$ cat src/rtl/vram_arbiter.sv
// -----------------------------------------------------------------------------
// vram_arbiter
// Shares one VRAM controller port among NCORES datapath cores. Arbitration is
// round-robin. Each core keeps the same active/w/addr/in request and ready/out
// response handshake it would use with a private VRAM. Only one request is
// outstanding at the memory at any time, and every output is registered.
//
// Ports
//   clk          system clock, all logic on posedge
//   rst          synchronous active-high reset
//   core_active  per-core request valid, held until that core's ready pulse
//   core_w       per-core write(1)/read(0)
//   core_addr    per-core address, core i in [i*ADDR_W +: ADDR_W]
//   core_in      per-core write data, same packing as core_addr
//   core_ready   one-cycle completion pulse, one-hot or zero
//   core_out     read data broadcast to all cores, valid with core_ready
//   mem_active   request to the VRAM controller
//   mem_w        write enable to the VRAM controller
//   mem_addr     address to the VRAM controller
//   mem_in       write data to the VRAM controller
//   mem_out      read data from the VRAM controller, valid with mem_ready
//   mem_ready    one-cycle completion pulse from the VRAM controller
//   arb_err      sticky watchdog timeout flag
//   grant_id     index of the currently granted core (debug)
//
// Configuration
//   VRAM_ARB_TIMEOUT_EN  When defined, a watchdog aborts a request that sees no
//                        mem_ready within TIMEOUT_CYCLES busy cycles. The
//                        aborted request still completes toward the core, with
//                        core_out=0, and arb_err is set until the next rst.
//                        When undefined, the arbiter waits for mem_ready
//                        indefinitely and arb_err is tied to 0.
// -----------------------------------------------------------------------------
module vram_arbiter #(
    parameter int NCORES         = 4,
    parameter int ADDR_W         = 19,
    parameter int DATA_W         = 8,
    parameter int TIMEOUT_CYCLES = 64,
    localparam int GID_W         = (NCORES > 1) ? $clog2(NCORES) : 1
) (
    input  logic                     clk,
    input  logic                     rst,
    input  logic [NCORES-1:0]        core_active,
    input  logic [NCORES-1:0]        core_w,
    input  logic [NCORES*ADDR_W-1:0] core_addr,
    input  logic [NCORES*DATA_W-1:0] core_in,
    output logic [NCORES-1:0]        core_ready,
    output logic [DATA_W-1:0]        core_out,
    output logic                     mem_active,
    output logic                     mem_w,
    output logic [ADDR_W-1:0]        mem_addr,
    output logic [DATA_W-1:0]        mem_in,
    input  logic [DATA_W-1:0]        mem_out,
    input  logic                     mem_ready,
    output logic                     arb_err,
    output logic [GID_W-1:0]         grant_id
);

    typedef enum logic [1:0] {
        S_IDLE = 2'd0,
        S_BUSY = 2'd1,
        S_DONE = 2'd2
    } state_t;

    // Round-robin pick: the first active core scanning last+1, last+2, ...
    // modulo NCORES. The result is {found, index}.
    function automatic logic [GID_W:0] rr_pick(input logic [NCORES-1:0] act,
                                               input logic [GID_W-1:0]  last);
        logic             found_v;
        logic [GID_W-1:0] idx_v;
        logic [GID_W-1:0] cand_v;
        found_v = 1'b0;
        idx_v   = {GID_W{1'b0}};
        for (int k = 1; k <= NCORES; k++) begin
            cand_v = GID_W'((int'(last) + k) % NCORES);
            if (!found_v && act[cand_v]) begin
                found_v = 1'b1;
                idx_v   = cand_v;
            end else begin
                found_v = found_v;
            end
        end
        return {found_v, idx_v};
    endfunction

    state_t             state_r, state_nxt_s;
    logic               mem_active_r, mem_active_nxt_s;
    logic               mem_w_r, mem_w_nxt_s;
    logic [ADDR_W-1:0]  mem_addr_r, mem_addr_nxt_s;
    logic [DATA_W-1:0]  mem_in_r, mem_in_nxt_s;
    logic [NCORES-1:0]  core_ready_r, core_ready_nxt_s;
    logic [DATA_W-1:0]  core_out_r, core_out_nxt_s;
    logic [GID_W-1:0]   grant_id_r, grant_id_nxt_s;
    logic [GID_W-1:0]   last_grant_r, last_grant_nxt_s;
    logic               pick_found_s;
    logic [GID_W-1:0]   pick_idx_s;
    logic [NCORES-1:0]  grant_onehot_s;
    logic [ADDR_W-1:0]  addr_arr_s [NCORES];
    logic [DATA_W-1:0]  data_arr_s [NCORES];

`ifdef VRAM_ARB_TIMEOUT_EN
    localparam int CNT_W = $clog2(TIMEOUT_CYCLES + 1);
    logic [CNT_W-1:0]   tmo_cnt_r, tmo_cnt_nxt_s;
    logic               arb_err_r, arb_err_nxt_s;
`endif

    // Unpack the flat per-core request buses into indexable arrays.
    always_comb begin
        for (int i = 0; i < NCORES; i++) begin
            addr_arr_s[i] = core_addr[i*ADDR_W +: ADDR_W];
            data_arr_s[i] = core_in[i*DATA_W +: DATA_W];
        end
    end

    // Arbitration decision and the ready pulse vector for the current grant.
    always_comb begin
        {pick_found_s, pick_idx_s} = rr_pick(core_active, last_grant_r);
        grant_onehot_s = {{(NCORES-1){1'b0}}, 1'b1} << grant_id_r;
    end

    // Next-state and next-output logic. Every output is registered from these values.
    always_comb begin
        state_nxt_s      = state_r;
        mem_active_nxt_s = mem_active_r;
        mem_w_nxt_s      = mem_w_r;
        mem_addr_nxt_s   = mem_addr_r;
        mem_in_nxt_s     = mem_in_r;
        core_ready_nxt_s = {NCORES{1'b0}};
        core_out_nxt_s   = core_out_r;
        grant_id_nxt_s   = grant_id_r;
        last_grant_nxt_s = last_grant_r;
`ifdef VRAM_ARB_TIMEOUT_EN
        tmo_cnt_nxt_s    = tmo_cnt_r;
        arb_err_nxt_s    = arb_err_r;
`endif
        case (state_r)
            S_IDLE: begin
                if (pick_found_s) begin
                    mem_active_nxt_s = 1'b1;
                    mem_w_nxt_s      = core_w[pick_idx_s];
                    mem_addr_nxt_s   = addr_arr_s[pick_idx_s];
                    mem_in_nxt_s     = data_arr_s[pick_idx_s];
                    grant_id_nxt_s   = pick_idx_s;
                    last_grant_nxt_s = pick_idx_s;
                    state_nxt_s      = S_BUSY;
`ifdef VRAM_ARB_TIMEOUT_EN
                    tmo_cnt_nxt_s    = {CNT_W{1'b0}};
`endif
                end else begin
                    state_nxt_s = S_IDLE;
                end
            end
            S_BUSY: begin
                // The mem_* registers keep their latched values. Request inputs are ignored here.
                if (mem_ready) begin
                    mem_active_nxt_s = 1'b0;
                    core_ready_nxt_s = grant_onehot_s;
                    state_nxt_s      = S_DONE;
                    if (!mem_w_r) begin
                        core_out_nxt_s = mem_out;
                    end else begin
                        core_out_nxt_s = core_out_r;
                    end
                end
`ifdef VRAM_ARB_TIMEOUT_EN
                // This is the last allowed busy cycle, and mem_ready has not arrived.
                else if (tmo_cnt_r == CNT_W'(TIMEOUT_CYCLES - 1)) begin
                    mem_active_nxt_s = 1'b0;
                    arb_err_nxt_s    = 1'b1;
                    core_ready_nxt_s = grant_onehot_s;
                    core_out_nxt_s   = {DATA_W{1'b0}};
                    state_nxt_s      = S_DONE;
                end else begin
                    tmo_cnt_nxt_s = tmo_cnt_r + CNT_W'(1);
                    state_nxt_s   = S_BUSY;
                end
`else
                else begin
                    state_nxt_s = S_BUSY;
                end
`endif
            end
            S_DONE: begin
                // Single ready cycle. The requester drops core_active here, before the next scan.
                state_nxt_s = S_IDLE;
            end
            default: begin
                state_nxt_s      = S_IDLE;
                mem_active_nxt_s = 1'b0;
            end
        endcase
    end

    // State and output registers with synchronous reset.
    always_ff @(posedge clk) begin
        if (rst) begin
            state_r      <= S_IDLE;
            mem_active_r <= 1'b0;
            mem_w_r      <= 1'b0;
            mem_addr_r   <= {ADDR_W{1'b0}};
            mem_in_r     <= {DATA_W{1'b0}};
            core_ready_r <= {NCORES{1'b0}};
            core_out_r   <= {DATA_W{1'b0}};
            grant_id_r   <= {GID_W{1'b0}};
            last_grant_r <= GID_W'(NCORES - 1);
`ifdef VRAM_ARB_TIMEOUT_EN
            tmo_cnt_r    <= {CNT_W{1'b0}};
            arb_err_r    <= 1'b0;
`endif
        end else begin
            state_r      <= state_nxt_s;
            mem_active_r <= mem_active_nxt_s;
            mem_w_r      <= mem_w_nxt_s;
            mem_addr_r   <= mem_addr_nxt_s;
            mem_in_r     <= mem_in_nxt_s;
            core_ready_r <= core_ready_nxt_s;
            core_out_r   <= core_out_nxt_s;
            grant_id_r   <= grant_id_nxt_s;
            last_grant_r <= last_grant_nxt_s;
`ifdef VRAM_ARB_TIMEOUT_EN
            tmo_cnt_r    <= tmo_cnt_nxt_s;
            arb_err_r    <= arb_err_nxt_s;
`endif
        end
    end

    assign mem_active = mem_active_r;
    assign mem_w      = mem_w_r;
    assign mem_addr   = mem_addr_r;
    assign mem_in     = mem_in_r;
    assign core_ready = core_ready_r;
    assign core_out   = core_out_r;
    assign grant_id   = grant_id_r;
`ifdef VRAM_ARB_TIMEOUT_EN
    assign arb_err    = arb_err_r;
`else
    assign arb_err    = 1'b0;
`endif

endmodule

$ cat config.mk
export PLATFORM = sky130hd
export DESIGN_NAME = vram_arbiter
export DESIGN_NICKNAME = d
export VERILOG_FILES = /design/src/rtl/vram_arbiter.sv
export SDC_FILE = /design/constraint.sdc
export NUM_CORES = 1
export LEC_CHECK = 0
export CAP_MARGIN = 20
export CORE_AREA = 5 5 94 96
export DETAILED_ROUTE_END_ITERATION = 16
export DIE_AREA = 0 0 99 101
export PLACE_DENSITY = 0.9
export SLEW_MARGIN = 20
export SYNTH_ARGS = -nofsm -noshare
export SYNTH_HDL_FRONTEND = slang
export SYNTH_SLANG_ARGS = --single-unit
$ cat constraint.sdc
create_clock -name clk -period 1.85 [get_ports clk]
set_clock_uncertainty 0.05 [all_clocks]
set_input_delay 0.2775 -clock clk [delete_from_list [all_inputs] [get_ports clk]]
set_output_delay 0.2775 -clock clk [all_outputs]
set_load 0.01 [all_outputs]
## After elaboration in Yosys (flattened, before gate mapping)

Index checks and enable logic that the tools add are counted.

| word-level totals | value |
|---|---|
| output and inout bits | 44 |
| logic and storage cells | 70 |
| register bits after elaboration | 47 |
| input port bits | 127 |

| cells by class | value |
|---|---|
| equality and inequality tests | 4 |
| mux-type cells | 30 |
| reduce and logical (&&, ||, !) cells | 11 |
| bitwise logic cells | 5 |
| magnitude comparators | 6 |
| add/sub/neg operators | 4 |
| shifts and indexed selects | 1 |

Operators by type and width:

| kind | number |
|---|---|
| binary-select mux 19 bit (select 2 bit) | 1 |
| 2-to-1 mux 19 bit | 2 |
| binary-select mux 8 bit (select 2 bit) | 1 |
| 2-to-1 mux 8 bit | 2 |
| less-than comparator 2 x 3 -> 1 bit, second input constant | 5 |
| 2-to-1 mux 1 bit | 12 |
| binary-select mux 1 bit (select 2 bit) | 5 |
| 2-to-1 mux 2 bit | 5 |
| AND reduction 3 bit | 2 |
| adder 2 x 1 -> 2 bit, second input constant | 2 |
| adder 2 bit, second input constant | 2 |
| inequality test 2 bit, second input constant | 2 |
| NOT 1 bit | 4 |
| case mux 2 bit (2 select lines) | 1 |
| left shift 1 x 2 -> 4 bit, first input constant | 1 |
| >= comparator 3 bit, second input constant | 1 |
| logical AND 1 bit | 3 |
| logical NOT 1 bit | 3 |
| NOT 2 -> 3 bit | 1 |
| case mux 1 bit (3 select lines) | 1 |
| OR reduction 3 bit | 1 |
| equality test 2 x 1 -> 1 bit, second input constant | 1 |
| equality test 2 bit, second input constant | 1 |
| logical NOT 2 bit | 1 |
| AND reduction 2 bit | 1 |

## Longest topological paths before layout

Gate-level depths: netlist of the first run.

| depth | value |
|---|---|
| depth in word-level cells | 17 |
| gate-level depth with buffers | 8 |
| mapped depth without buffers | 5 |

## Least setup slack after synthesis of the first run

OpenSTA, ideal clock, no wires.

| timing path | value |
|---|---|
| kind | reg-to-reg |
| start point | reg last_grant_r[1] |
| end point | reg mem_addr_r[10], in the netlist mem_addr[10] |
| buffers on the path | 3 |
| data required time | 1.676 ns |
| slack | 0.236 ns |
| library setup time | 0.124 ns |
| data arrival time | 1.440 ns |
| period minus slack after synthesis | 1.614 ns |
| cell stages (with the launch flop) | 9 |
| cells stage by stage | dfxtp_1 > buf_2 > nand2_1 > a21oi_1 > o221a_1 > buf_6 > buf_6 > mux2i_1 > o211ai_2 |

| on the way | value |
|---|---|
| longest elaborated chain between the ends | 17 |
| elaborated cells on any way between the ends | 31 |
| those cells by class | 4 x add/sub; 19 x mux; 1 x bitwise; 7 x reduce/logical |

Ends and longest elaborated chain:

| item | RTL line | source |
|---|---|---|
| start, declared | 94 | `logic [GID_W-1:0] last_grant_r, last_grant_nxt_s;` |
| start signal, assigned | 205 | `last_grant_r <= GID_W'(NCORES - 1);` |
| start signal, assigned | 219 | `last_grant_r <= last_grant_nxt_s;` |
| adder 2 x 1 -> 2 bit | 75 | `cand_v = GID_W'((int'(last) + k) % NCORES);` |
| binary-select mux 1 bit (select 2 bit) | 76 | `if (!found_v && act[cand_v]) begin` |
| 2-to-1 mux 1 bit (not written as such) | 76 |  |
| 2-to-1 mux 1 bit | 76 |  |
| logical NOT 1 bit | 76 |  |
| logical AND 1 bit | 76 |  |
| 2-to-1 mux 1 bit | 76 |  |
| logical NOT 1 bit | 76 |  |
| logical AND 1 bit | 76 |  |
| 2-to-1 mux 1 bit | 76 |  |
| logical NOT 1 bit | 76 |  |
| logical AND 1 bit | 76 |  |
| 2-to-1 mux 2 bit | 76 |  |
| NOT 2 -> 3 bit (not written as such) | 141 | `mem_addr_nxt_s = addr_arr_s[pick_idx_s];` |
| binary-select mux 19 bit (select 2 bit) | 141 |  |
| 2-to-1 mux 19 bit (not written as such) (2 in series) | 141 |  |
| end signal, assigned | 200 | `mem_addr_r <= {ADDR_W{1'b0}};` |
| end signal, assigned | 214 | `mem_addr_r <= mem_addr_nxt_s;` |
| end, declared | 89 | `logic [ADDR_W-1:0] mem_addr_r, mem_addr_nxt_s;` |

Parallel ways exist; a longest one is shown, timed or not. The select of a mux whose other input is x is not followed.
A chain may end at the register's enable or synchronous reset.

## Final worst setup path of the first run

| timing path | value |
|---|---|
| start point | reg last_grant_r[0] |
| end point | reg mem_in_r[6], in the netlist mem_in[6] |

| on the way | value |
|---|---|
| longest elaborated chain between the ends | 17 |
| elaborated cells on any way between the ends | 31 |
| those cells by class | 4 x add/sub; 19 x mux; 1 x bitwise; 7 x reduce/logical |

Ends and longest elaborated chain:

| item | RTL line | source |
|---|---|---|
| adder 2 x 1 -> 2 bit | 75 |  |
| binary-select mux 1 bit (select 2 bit) | 76 |  |
| 2-to-1 mux 1 bit (not written as such) | 76 |  |
| 2-to-1 mux 1 bit | 76 |  |
| logical NOT 1 bit | 76 |  |
| logical AND 1 bit | 76 |  |
| 2-to-1 mux 1 bit | 76 |  |
| logical NOT 1 bit | 76 |  |
| logical AND 1 bit | 76 |  |
| 2-to-1 mux 1 bit | 76 |  |
| logical NOT 1 bit | 76 |  |
| logical AND 1 bit | 76 |  |
| 2-to-1 mux 2 bit | 76 |  |
| NOT 2 -> 3 bit (not written as such) | 142 | `mem_in_nxt_s = data_arr_s[pick_idx_s];` |
| binary-select mux 8 bit (select 2 bit) | 142 |  |
| 2-to-1 mux 8 bit (not written as such) (2 in series) | 142 |  |
| end signal, assigned | 201 | `mem_in_r <= {DATA_W{1'b0}};` |
| end signal, assigned | 215 | `mem_in_r <= mem_in_nxt_s;` |
| end, declared | 90 | `logic [DATA_W-1:0] mem_in_r, mem_in_nxt_s;` |

Parallel ways exist; a longest one is shown, timed or not. The select of a mux whose other input is x is not followed.

==> results of run 1 <==
[layout make-up]
cell class	instances	area share
multi-input cells	224	0.348
clock inverters	3	0.00910
flip-flops and latches	47	0.185
well taps	105	0.0258
repair buffers	208	0.418
clock buffers	5	0.0135
[Yosys cell counts (all sizes together)]
cell,instances
a2111oi,1
a211o,1
a21o,1
a21oi,3
a31oi,1
and2,2
and3,1
and3b,1
buf,25
clkbuf,2
conb,1
dfxtp,47
mux2,28
mux2i,37
nand2,33
nand2b,2
nand3,56
nand3b,1
nor2,14
nor2b,2
nor3,4
nor3b,1
nor4,2
o211ai,28
o21ai,1
o21bai,1
o221a,1
or3,1
[kinds of logic after synthesis]
group	count (synthesis)
and+or+nand+nor	120
muxes	65
DFF	47
AOI/OAI and AO/OA	38
buffers and inverters	27
other	1
[through the flow]
step                      utilization  std cells  cell area [sq um]
after floorplan                     -        298               2930
after global placement          0.615        577               4900
after detailed placement        0.615        577               4900
after CTS                       0.629        585               5020
after global routing            0.639        592               5090
final                           0.639        592               5090
[sequential cells by signal, summed over array words and instances, names as in the netlist]
register      cells
mem_addr         19
core_out          8
mem_in            8
core_ready        4
grant_id          2
last_grant_r      2
state_r           2
mem_active        1
mem_w             1
[routing by layer]
metal | vias up | share of wire
li1 | 1456 | -
met1 | 1421 | 0.38
met2 | 121 | 0.53
met3 | 23 | 0.066
met4 | 0 | 0.025
met5 | - | 0
[critical path: stages (launching register included)]
cell and delay [ps]:
dfxtp_1 380, nand3b_1 230, a31oi_4 270, buf_12 180
buf_4 120, nand3_1 80, mux2_2 260, o211ai_1 80
[where the power goes]
part           switching (mW)  total (mW)  internal (mW)
logic                   0.557        1.39          0.837
registers              0.0820        1.22           1.14
clock network           0.397       0.805          0.408
[layout by cell type, fill, tap and decap left out, types with 2 or more instances in the layout]
master           count
a21oi_1              3
and2_1               2
buf_12              11
buf_4               28
clkbuf_8             5
clkdlybuf4s50_1    165
dfxtp_1             46
dlymetal6s2s_1       3
mux2_2              27
mux2i_1             37
nand2_1             33
nand3_1             46
nand3_2             10
nor2_1              13
nor3_2               2
o211ai_1             8
o211ai_2            20
[final timing paths]
check                                               end                          from  slack [ps]
worst max-delay path             mem_in[6]$_SDFFE_PP0P_  last_grant_r[0]$_SDFFE_PP1P_         120
worst min-delay path            mem_active$_SDFFE_PP0P_       mem_active$_SDFFE_PP0P_         410
worst max register to register   mem_in[6]$_SDFFE_PP0P_  last_grant_r[0]$_SDFFE_PP1P_         120
worst min register to register  mem_active$_SDFFE_PP0P_       mem_active$_SDFFE_PP0P_         410
[repair_timing]
item,in CTS,in global routing
gates resized for setup,1,5
pin swaps,0,1
setup endpoints to repair,9,28
buffers inserted,0,8
==> run_results.csv, run 1 <==
group,metric,value,unit
outcome,outcome,"finished, final reports clean",
cts,cts_hold_buf,0,
logic_synthesis,synth_top_area_cell,"dfxtp_1",
cells_and_area,area.growth.synth_to_final,73.5,%
routing,wl_per_cell,16.4,microns
setup_path,crit_required,2030,ps
cts,ctsHtreeMaxLevel,2,
routing,vias,3021,
routing,drcViolationCount,0,
logic_synthesis,synthTopCellsByArea,"dfxtp_1, mux2i_1, mux2_2, o211ai_2, nand3_1",
placed_design,post-place-ws,-334,ps
setup_path,reg2reg_depth,7,
global_routing,met2_usage,0.353,
logic_synthesis,yosys.area.top_type_share,0.321,
logic_synthesis,synth_compound_gate_area_share,0.135,
cells_and_area,seqCellArea,942,sq um
logic_synthesis,ys_ff_latch,47,
logic_synthesis,syn_inst,298,
cells_and_area,fill_cells,619,
setup_path,path_max_fanout,11,
placed_design,hpwl,7650,microns
setup_path,critical_path_class,"reg -> reg",
logic_synthesis,synth-xor-area-share,0,
power,cellPowerDensity,672,nW/um^2
cts,clock_latency,310,ps
global_routing,grt_pass1_wl,15200,microns
logic_synthesis,syn_area,2930,sq um
cts,root_buffer,"clkbuf_8",
die,initial_core_util,0.368,
cells_and_area,drive_gt1_frac,0.240,
cts,clkTransAtPathRegs,100,ps
cts,cts_tree,"yes",
setup_path,setup.worst_path.start_class,"flop",
setup_path,cp.arrival,1910,ps
global_routing,use_met3,0.0519,
global_routing,antenna_found_initial,0,
logic_synthesis,synthAdderAreaFrac,0,
timing,finalSetupViolCount,0,
timing,hold_ws,412,ps
global_routing,gr-total-overflow,0,
power,p_leak,1.96,nW
cells_and_area,antenna_cells,0,
job,maxCapViolCount,0,
routing,via_per_inst,5.10,
cts,clock_path_buffers,2,
global_routing,grt_pass1_vias,3204,
logic_synthesis,synth.avg_cell_area,9.85,sq um
timing,rsz0062_at_grt,"false",
global_routing,track_usage,0.188,
logic_synthesis,yosys.area_share.simple,0.229,
cts,numCtsBuffers,5,
routing,first_iter_violations,95,
timing,fmax,579,MHz
logic_synthesis,synth-seq-area-share,0.321,
timing,fin_crit_sh,0.934,
die,io_pins,171,
logic_synthesis,yosys.cell_types.count,41,
timing,hold_viol,0,
cts,cts.sinks,47,
routing,wl,9690,microns
worst_hold_path,hp-class,"reg -> reg",
global_routing,use_met1,0.200,
logic_synthesis,yosysWarnings,0,
setup_path,cp-end-kind,"flop",
routing,ant_nets,0,
global_routing,grt_busiest_layer,"met2",
timing,final_max_slew_viol_count,0,
timing,relSlewSlack,0.636,
die,die_width,99,microns
logic_synthesis,synth_top_family_by_area,"multiplexers",
timing,setup_ws,123,ps
cells_and_area,multi_input_area,1770,sq um
power,vdd_drop_max,0.522,mV
timing,worst_slew_pin_slew,542,ps
logic_synthesis,synth_nets,425,
die,row_count,33,
placed_design,gp_congestion,0.780,
routing,drtPass1Iterations,5,
worst_hold_path,hold_depth,2,
timing,fin_tns_setup,0,ps
timing,final.min_clock_period,1730,ps
global_routing,grt_max_degree,38,
die,core,7970,sq um
cells_and_area,finalNetCount,613,
placed_design,port_buffers,169,
die,die_h,101,microns
power,power,3.42,mW
logic_synthesis,synth_mux_area_frac,0.235,
die,dieArea,10000,sq um
No activity file was read; power rests on OpenSTA's default activity.
==> run 2: changes to the inputs <==
--- a/config.mk
+++ b/config.mk
@@ -9,7 +9,7 @@
 export CORE_AREA = 5 5 94 96
 export DETAILED_ROUTE_END_ITERATION = 16
 export DIE_AREA = 0 0 99 101
-export PLACE_DENSITY = 0.9
+export PLACE_DENSITY_LB_ADDON = 0.05
 export SLEW_MARGIN = 20
 export SYNTH_ARGS = -nofsm -noshare
 export SYNTH_HDL_FRONTEND = slang
==> run 2 against run 1 <==
Flip-flop and latch count unchanged; die area unchanged; non-clock buffer count shrank 8; global-route usage increased by 0.16 points; setup slack lost 19 ps; wire length shrank 2.1%; sequential power is essentially flat; sequential share of layout area down 0.19 points; register-to-register slack about the same; maximum frequency fell by 1.1%; critical path type is now in -> reg; clock-buffer cell count unchanged.
==> run_results.csv, run 2 (same netlist as run 1, synthesis figures left out) <==
group,metric,value,unit
outcome,outcome,"finished, final reports clean",
power,p_leak,1.96,nW
setup_path,critical-path-max-stage-delay,270,ps
setup_path,critical_path_depth,10,
setup_path,cp_num_buf_inv,5,
global_routing,antenna_found_initial,0,
setup_path,critical_path_class,"in -> reg",
timing,hold_viol,0,
setup_path,crit_required,2030,ps
setup_path,crit_slowest_cell,"mux2_2",
setup_path,crit_top_cell,"buf_4",
routing,drtPass1Iterations,4,
worst_hold_path,hp-class,"reg -> reg",
timing,rsz0062_at_grt,"false",
die,row_count,33,
cells_and_area,mostFrequentLayoutCells,"clkdlybuf4s50_1, nand3_1, dfxtp_1, mux2i_1, nand2_1",
cells_and_area,fin_util,0.645,
cts,clock_latency,310,ps
setup_path,crit_family,"buffers and inverters",
setup_path,setup.worst_path.start_class,"primary input",
cts,clkTransAtPathRegs,100,ps
cells_and_area,final_common_cell,"clkdlybuf4s50_1",
placed_design,port_buffers,169,
timing,fin_crit_sh,0.944,
cells_and_area,area.growth.synth_to_final,75.3,%
job,maxCapViolCount,0,
cts,ctsHtreeMaxLevel,2,
setup_path,path_cells,"dlygate4sd2_1 -> nor4_2 -> buf_4 -> nor4_4 -> buf_4 -> buf_12 -> bufbuf_16 -> nand3_1 -> mux2_2 -> o211ai_2",
global_routing,gr-total-overflow,0,
die,io_pins,171,
cts,numCtsBuffers,5,
die,dieArea,10000,sq um
cts,clock_path_buffers,2,
placed_design,hpwl,7100,microns
cells_and_area,finalNetCount,605,
global_routing,grt_pass1_wl,15300,microns
setup_path,cp.arrival,1930,ps
die,die_h,101,microns
routing,first_iter_violations,50,
cells_and_area,fill_cells,669,
routing,ant_nets,0,
cells_and_area,drive_gt1_frac,0.230,
cells_and_area,antenna_cells,0,
routing,wl_per_cell,16.2,microns
global_routing,grt_max_degree,31,
cts,root_buffer,"clkbuf_8",
routing,wl,9480,microns
die,initial_core_util,0.368,
placed_design,gp_congestion,0.794,
cts,cts.sinks,47,
routing,via_per_inst,5.01,
power,vdd_drop_max,0.447,mV
die,die_width,99,microns
routing,vias,2926,
global_routing,grt_pass1_vias,3079,
setup_path,path_max_fanout,10,
cts,cts_tree,"yes",
setup_path,cp-end-kind,"flop",
die,core,7970,sq um
global_routing,track_usage,0.190,
worst_hold_path,hold_depth,2,
timing,fin_tns_setup,0,ps
timing,final_max_slew_viol_count,0,
setup_path,reg2reg_depth,7,
timing,fmax,573,MHz
cells_and_area,largest_reg_flops,19,
timing,finalSetupViolCount,0,
power,cellPowerDensity,670,nW/um^2
routing,drcViolationCount,0,
timing,final.min_clock_period,1750,ps
-- run 2: cell types whose count changed in the layout (fill, tap and decap cells not counted), moves of 2 or more --
cell            before  now
buf_4               28   13
dlymetal6s2s_1       3    0
bufbuf_16            0    2
buf_12              11   15
-- run 2: layer usage --
| layer | GRT usage | vias up | share of wire |
|---|---|---|---|
| met3 | 0.0519 | 11 | 0.067 |
| li1 | - | 1446 | - |
| met5 | 0 | - | 0 |
| met2 | 0.339 | 101 | 0.49 |
| met4 | 0.0473 | 0 | 0.016 |
| met1 | 0.224 | 1368 | 0.42 |
-- run 2: final cells by class --
class                           count  area [sq um]  area share
Tap cell                          105           131      0.0255
Clock buffer                        5          68.8      0.0134
Clock inverter                      3          47.5     0.00925
Timing Repair Buffer              200          2170       0.423
Multi-Input combinational cell    224          1780       0.346
Sequential cell                    47           942       0.183
-- run 2: worst reg2reg max path, delay by kind of cell (launching register included) --
family / cells / cell delay, ps
and+or+nand+nor: 2 / 330
AOI/OAI and AO/OA: 1 / 60
muxes: 1 / 270
DFF: 1 / 400
buffers and inverters: 3 / 530
-- run 2: timing repair --
item                                    in CTS  in global routing
gates resized for setup                      5                  5
endpoints found under the setup margin       6                 27
hold buffers                                 0                  0
setup buffers                                3                  0
pin swaps                                    2                  1
cloned                                       3                  0
-- run 2: worst paths after layout --
kind | startpoint | endpoint | slack, ps
setup / recovery | core_active[3] | mem_addr[10]$_SDFFE_PP0P_ | 100
hold / removal | mem_active$_SDFFE_PP0P_ | mem_active$_SDFFE_PP0P_ | 410
setup reg to reg | state_r[0]$_SDFF_PP0_ | mem_addr[10]$_SDFFE_PP0P_ | 130
hold reg to reg | mem_active$_SDFFE_PP0P_ | mem_active$_SDFFE_PP0P_ | 410
-- run 2: report_power, final --
| part | total [mW] | switching (mW) | internal (mW) |
|---|---|---|---|
| clock | 0.809 | 0.399 | 0.411 |
| combinational | 1.42 | 0.561 | 0.859 |
| sequential | 1.22 | 0.0791 | 1.14 |
| total | 3.45 | 1.04 | 2.41 |
-- run 2: per-stage QoR --
stage | instances | cell area (sq um) | power (mW) | setup WS (ps) | hold slack, ps
finish | 584 | 5140 | 3.45 | 104 | 411
global route | 584 | 5140 | 3.64 | 14.9 | 451
CTS | 584 | 5150 | 3.51 | 29.9 | 415
detailed placement | 570 | 4900 | 2.61 | -340 | 399
global placement | 570 | 4900 | 2.59 | -286 | 398
floorplan | 298 | 2930 | 1.91 | 236 | 345
==> run 3: changes to the inputs <==
--- a/config.mk
+++ b/config.mk
@@ -10,6 +10,7 @@
 export DETAILED_ROUTE_END_ITERATION = 16
 export DIE_AREA = 0 0 99 101
 export PLACE_DENSITY_LB_ADDON = 0.05
+export SKIP_LAST_GASP = 1
 export SLEW_MARGIN = 20
 export SYNTH_ARGS = -nofsm -noshare
 export SYNTH_HDL_FRONTEND = slang
==> results of run 3 <==
Final layout, timing and power as in run 2 (identical DEF).
